**src/rtl/pila_ret_pkg.sv**
```systemverilog
// rtl/pila_ret_pkg.sv - shared CPU sizing and return-stack operation codes
package pila_ret_pkg;

  localparam int PC_AW      = 10;
  localparam int PILA_DEPTH = 16;

  typedef enum logic [2:0] {
    OP_IDLE,
    OP_PUSH,
    OP_POP,
    OP_REPLACE,
    OP_OVF,
    OP_UNF
  } op_e;

endpackage

```
**src/rtl/mem_pila.sv**
```systemverilog
// rtl/mem_pila.sv - return-address storage, one sync write port and one async read port
module mem_pila #(
  parameter int DEPTH = 16,
  parameter int AW    = 10
) (
  input  logic                     clk,
  input  logic                     we,
  input  logic [$clog2(DEPTH)-1:0] waddr,
  input  logic [AW-1:0]            wdata,
  input  logic [$clog2(DEPTH)-1:0] raddr,
  output logic [AW-1:0]            rdata
);

  logic [AW-1:0] entry [DEPTH];

  always_ff @(posedge clk) begin
    if (we) entry[waddr] <= wdata;
  end

  assign rdata = entry[raddr];

endmodule

```
**src/rtl/pila_ret.sv**
```systemverilog
// rtl/pila_ret.sv - saturating return-address stack with sticky overflow/underflow flags
module pila_ret
  import pila_ret_pkg::*;
#(
  parameter int DEPTH = PILA_DEPTH,
  parameter int AW    = PC_AW
) (
  input  logic                     clk,
  input  logic                     reset,
  input  logic                     push,
  input  logic                     pop,
  input  logic [AW-1:0]            d_in,
  output logic [AW-1:0]            d_out,
  output logic [$clog2(DEPTH):0]   count,
  output logic                     empty,
  output logic                     full,
  output logic                     ovf,
  output logic                     unf
);

  localparam int PW = $clog2(DEPTH);
  localparam int SW = PW + 1;

  logic [SW-1:0] sp, sp_next;
  logic [PW-1:0] top, waddr;
  logic [AW-1:0] rdata;
  logic          we;
  op_e           op;

  assign empty = (sp == '0);
  assign full  = (sp == SW'(DEPTH));
  assign top   = PW'(sp - SW'(1));
  assign count = sp;
  assign d_out = empty ? '0 : rdata;

  // push+pop on an empty stack degrades to a plain push, so it never counts as underflow
  always_comb begin
    op = OP_IDLE;
    if (push && pop && !empty) op = OP_REPLACE;
    else if (push && full)     op = OP_OVF;
    else if (push)             op = OP_PUSH;
    else if (pop && empty)     op = OP_UNF;
    else if (pop)              op = OP_POP;
  end

  always_comb begin
    sp_next = sp;
    case (op)
      OP_PUSH: sp_next = sp + SW'(1);
      OP_POP:  sp_next = sp - SW'(1);
      default: sp_next = sp;
    endcase
  end

  always_comb begin
    we    = (op == OP_PUSH) || (op == OP_REPLACE);
    waddr = (op == OP_REPLACE) ? top : sp[PW-1:0];
  end

  always_ff @(posedge clk or negedge reset) begin
    if (!reset) begin
      sp  <= '0;
      ovf <= 1'b0;
      unf <= 1'b0;
    end else begin
      sp <= sp_next;
      if (op == OP_OVF) ovf <= 1'b1;
      if (op == OP_UNF) unf <= 1'b1;
    end
  end

  mem_pila #(.DEPTH(DEPTH), .AW(AW)) u_mem (
    .clk   (clk),
    .we    (we),
    .waddr (waddr),
    .wdata (d_in),
    .raddr (top),
    .rdata (rdata)
  );

endmodule

```
**config.mk**
```make
export PLATFORM = sky130hd
export DESIGN_NAME = pila_ret
export DESIGN_NICKNAME = d
export VERILOG_FILES = /design/src/rtl/pila_ret_pkg.sv /design/src/rtl/mem_pila.sv /design/src/rtl/pila_ret.sv
export SDC_FILE = /design/constraint.sdc
export NUM_CORES = 1
export LEC_CHECK = 0
export CORE_ASPECT_RATIO = 1.75
export CORE_MARGIN = 2
export CORE_UTILIZATION = 64
export CTS_BUF_LIST = sky130_fd_sc_hd__clkbuf_16
export DETAILED_ROUTE_END_ITERATION = 16
export GPL_TIMING_DRIVEN = 0
export PLACE_DENSITY = 0.95
export SLEW_MARGIN = 15
export SYNTH_ARGS = -nofsm -noshare
export SYNTH_HDL_FRONTEND = slang
export SYNTH_SLANG_ARGS = --single-unit
```
**constraint.sdc**
```tcl
create_clock -name clk -period 7.72 [get_ports clk]
set_clock_uncertainty 0.15 [all_clocks]
set_input_delay 1.544 -clock clk [delete_from_list [all_inputs] [get_ports clk]]
set_output_delay 1.544 -clock clk [all_outputs]
set_load 0.005 [all_outputs]
```
# After elaboration in Yosys (flattened, before gate mapping)

Memory sizes are Yosys's and may differ from the RTL's.
Index checks and enable logic that the tools add are counted.

Add/sub/neg operators: 2
Reduce and logical (&&, ||, !) cells: 8
Mux-type cells: 10
Eq/ne operators: 6

Operators with widths:

| kind                                             | number |
|---|---|
| two-way mux 3 bit                                | 4 |
| two-way mux 10 bit                               | 1 |
| case mux 5 bit (2 select lines)                  | 1 |
| == test 3 x 2 -> 1 bit, second input constant    | 2 |
| == test 3 bit, second input constant             | 2 |
| adder 5 x 1 -> 5 bit, second input constant      | 1 |
| == test 5 bit, second input constant             | 1 |
| zero test 5 bit                                  | 1 |
| subtractor 5 x 1 -> 5 bit, second input constant | 1 |
| logical AND 1 bit                                | 4 |
| two-way mux 4 bit                                | 1 |
| == test 3 x 1 -> 1 bit, second input constant    | 1 |
| two-way mux 1 bit                                | 2 |
| two-way mux 2 bit                                | 1 |
| nonzero test 2 bit                               | 1 |
| zero test 1 bit                                  | 1 |
| logical OR 1 bit                                 | 1 |

Output and inout port bits: 19
Memory bits (writable): 160
Memories kept: 1
Logic and storage cells: 30
Bits of input ports: 14
Flip-flop bits (word level): 7

Memory list:

| name        | depth | bits a word | read ports | clocked after memory_dff | wr ports | line           | source |
|---|---|---|---|---|---|---|---|
| u_mem.entry | 16    | 10          | 1          | 0                        | 1        | mem_pila.sv:14 | `logic [AW-1:0] entry [DEPTH];` |

# Depth between registers and ports, before layout

Depth in word-level cells: 10
Mapped depth: 11

# By module

A second synthesis with hierarchy kept.

Cells, all modules: 339
Area total of the unflattened synthesis: 6822.8 µm²

Modules (own cells, without submodules):

| module   | area an instance (µm²) | times used | cells an instance |
|---|---|---|---|
| mem_pila | 6153.4                 | 1          | 269 |
| pila_ret | 669.4                  | 1          | 70 |

# Worst setup path after synthesis

Ideal clock, no wire load.

Path type: register to output
From: register sp[0] (netlist: count[0])
To: output port d_out[0]
Arrival time: 2419 ps
Required time: 6026 ps
Stages on the path, launching flop included: 11
Setup slack: 3607 ps
Cell sequence: dfrtp_1 -> buf_2 -> buf_4 -> buf_2 -> inv_1 -> ha_1 -> buf_2 -> clkbuf_1 -> mux4_2 -> mux2i_1 -> o22ai_1

Cells in the longest elaborated chain, start to end: 3

RTL lines:

| item                      | line           | source |
|---|---|---|
| start, declared           | pila_ret.sv:24 | `logic [SW-1:0] sp, sp_next;` |
| start signal, assigned    | pila_ret.sv:66 | `sp <= sp_next;` |
| subtractor 5 x 1 -> 5 bit | -              |  |
| memory read (16 x 10 bit) | -              |  |
| two-way mux 10 bit *      | pila_ret.sv:34 | `assign d_out = empty ? '0 : rdata;` |
| end, declared             | pila_ret.sv:13 | `output logic [AW-1:0] d_out,` |

Every way passes the cells marked *; elsewhere a longest branch is shown, timed or not.

# Final worst setup path

From: register sp[0] (netlist: count[0])
To: output port d_out[4]

The elaborated chain is that of the path after synthesis.

==> results.toml <==
[grt]
antenna_found_initial = 0
grt_usage_pct = 31.3
grt_max_degree = 17
grt_first_pass_wirelength_mm = 24.4
grt_pass1_vias = 3872
grt_overflow = 0

[clocking]
postCtsSetupBuffers = 0
cts_resized = 0
cts_hold_buf = 0
clk_pin_slew_ps = 60
clockBufferDepth = 2
cts-buffers-inserted = 17
clock_latency_ps = 440
cts_tree = "yes"
cts.sinks = 167
htreeDepth = 4
root_buffer = "clkbuf_16"

[pwr]
ir_drop_uv = 347
power.leakage_nw = 2.56
power_density_nw_per_um2 = 438
fin_total_pwr_mw = 3.45

[finish]
finish.net_count = 406
nFillCells = 524
regArea_um2 = 4980
antennaDiodeCount = 0
syn_to_final_growth_pct = 16.2
utilization_pct = 76.5
final_cells = 529
drive_gt1_share_pct = 24.6
multi_input_area_um2 = 1700
stdcell_area_um2 = 7880

[yosys]
syn_nets = 355
async_flop_share_pct = 4.19
synth_seq_cells = 167
yosys.area.top_type_share_pct = 70.8
synth_area_leader_cell = "edfxtp_1"
syn_avg_cell_area_um2 = 20.1
synthTopCellsByArea = "edfxtp_1 71%, mux4_2 13%, mux2i_1 3.0%"
synth_cell_types = 40
syn_inst = 338
netlist_area_um2 = 6780
synthFlopType = "edfxtp_1"
ys_warn_count = 0
seq_area_frac_synth_pct = 73.4
synth_edf_count = 160

[worst_setup_path]
cp_slowest_cell = "clkbuf_1"
critPathBufInv = 7
max_stage_delay_ps = 610
cp-end-kind = "output port"
path_class = "reg2out"
timing.critical_path.mode_cell = "buf_2"
crit_required_ps = 6030
arrival_ps = 4270
path_delay_family = "buffers and inverters"
cp-start-kind = "flop"
path_max_fanout = 10
cp_cell_sequence = "buf_2 > buf_4 > buf_2 > inv_1 > ha_1 > buf_2 > clkbuf_1 > mux4_2 > mux2i_1 > o22ai_1 > clkdlybuf4s50_1"

[place]
placed_area_um2 = 7260
placedCellCount = 497
io_buffer_count = 32
dp_hpwl_mm = 9.77
gp_congestion = 0.944

[run_status]
outcome = "finished, final reports clean"

[floorplanning]
ioPinCount = 33
coreArea_um2 = 10300
placementRows = 49
start_util_pct = 65.9
fp.dieH_um = 140
fp.dieW_um = 81.8
die_area_um2 = 11500

[detailed_routing]
ant_nets = 0
wirelength_mm = 16.1
drc = 0
dr.pass1.iters = 8
drt-wirelength-per-cell_um = 30.5
via_per_inst = 7.23
dr.first_iter.drc_count = 700
vias = 3823

[sta]
finalMaxSlewViolations = 0
tns_ps = 0
hold_viol_final = 0
finalSetupViolations = 0
period_share_pct = 77.3
worst_pin_slew_ps = 1210
slew-limit-headroom_pct = 19.6
period_needed_ps = 5970
max_freq_mhz = 168
rsz0062_at_grt = "no"

[flow_run]
maxCapViolations = 0

[worst_hold_path]
hold_path_class = "reg2reg"
cell usage after synthesis, drive strengths merged (6+ instances only):
master,n
nor2,13
dfrtp,7
nor4,7
inv,7
buf,13
edfxtp,160
a21oi,9
mux2i,20
clkbuf,6
mux4,40
o22ai,10
final timing paths:
| check | from | end | slack, ps | cells past startpoint |
|---|---|---|---|---|
| min in group asynchronous | reset | count[3] | 1210 | 1 |
| max | count[0] | d_out[4] | 1750 | 11 |
| min reg2reg | ovf | ovf | 320 | 1 |
| max in group asynchronous | reset | count[1] | 5960 | 1 |
| max reg2reg | count[0] | u_mem.entry[5][4] | 3280 | 10 |
| min | ovf | ovf | 320 | 1 |
worst register-to-register path: cells and delay by family, from the launching register on:
family,cells,cell delay [ps]
AND/OR/NAND/NOR,1,360
buffers and inverters,6,1800
AO/OA/AOI/OAI,2,1060
flip-flops,1,380
adder cells (fa/ha/maj),1,310
routing by layer:
metal	GRT usage (%)	share of wire (%)	vias up	wire length, um
li1	-	-	1513	-
met1	36.3	30	1884	4910
met2	50.5	54	331	8720
met3	10.2	9.5	95	1530
met4	17.2	6.0	0	963
met5	0	0	-	0
layout make-up:
cell class,instances,area share (%)
Inverter,7,0.333
Multi-Input combinational cell,145,21.6
Clock inverter,15,2.14
Tap cell,127,2.02
Buffer,19,1.24
Sequential cell,167,63.2
Clock buffer,17,5.40
Timing Repair Buffer,32,4.06
cell usage in the layout, fill, tap and decap left out, drive strengths merged, types with 7 or more instances in the layout:
cell type      netlist  routed
inv                  7      15
edfxtp             160     160
clkdlybuf4s50        0      32
dfrtp                7       7
o22ai               10      10
clkbuf               6      23
mux4                40      40
mux2i               20      20
nor4                 7       7
a21oi                9       9
nor2                13      13
buf                 13      13
power by group:
part / internal (mW) / switching, mW / total [mW]
logic: 0.659 / 0.769 / 1.43
clock network: 0.484 / 0.368 / 0.852
registers: 1.12 / 0.0535 / 1.17
total: 2.26 / 1.19 / 3.45
metrics by stage:
step / setup WS [ps] / hold slack, ps
2_1_floorplan: 3610 / 316
3_3_place_gp: 2450 / 301
3_5_place_dp: 2340 / 309
4_1_cts: 1820 / 323
5_1_grt: 1650 / 337
6_report: 1750 / 322
cell families (layout without fill, tap and decap cells):
group / Yosys count / in the layout / share of synthesized area, %
AO/OA/AOI/OAI: 37 / 37 / 3.93
XOR/XNOR: 5 / 5 / 0.646
adder cells (fa/ha/maj): 3 / 3 / 0.553
buffers and inverters: 26 / 90 / 1.83
flip-flops: 167 / 167 / 73.4
multiplexers: 60 / 60 / 16.2
AND/OR/NAND/NOR: 40 / 40 / 3.39
flip-flops by register name (all words and copies together), names as in the netlist:
register	cells
ovf	1
u_mem.entry	160
count	5
unf	1
No activity file was read; power rests on OpenSTA's default activity.
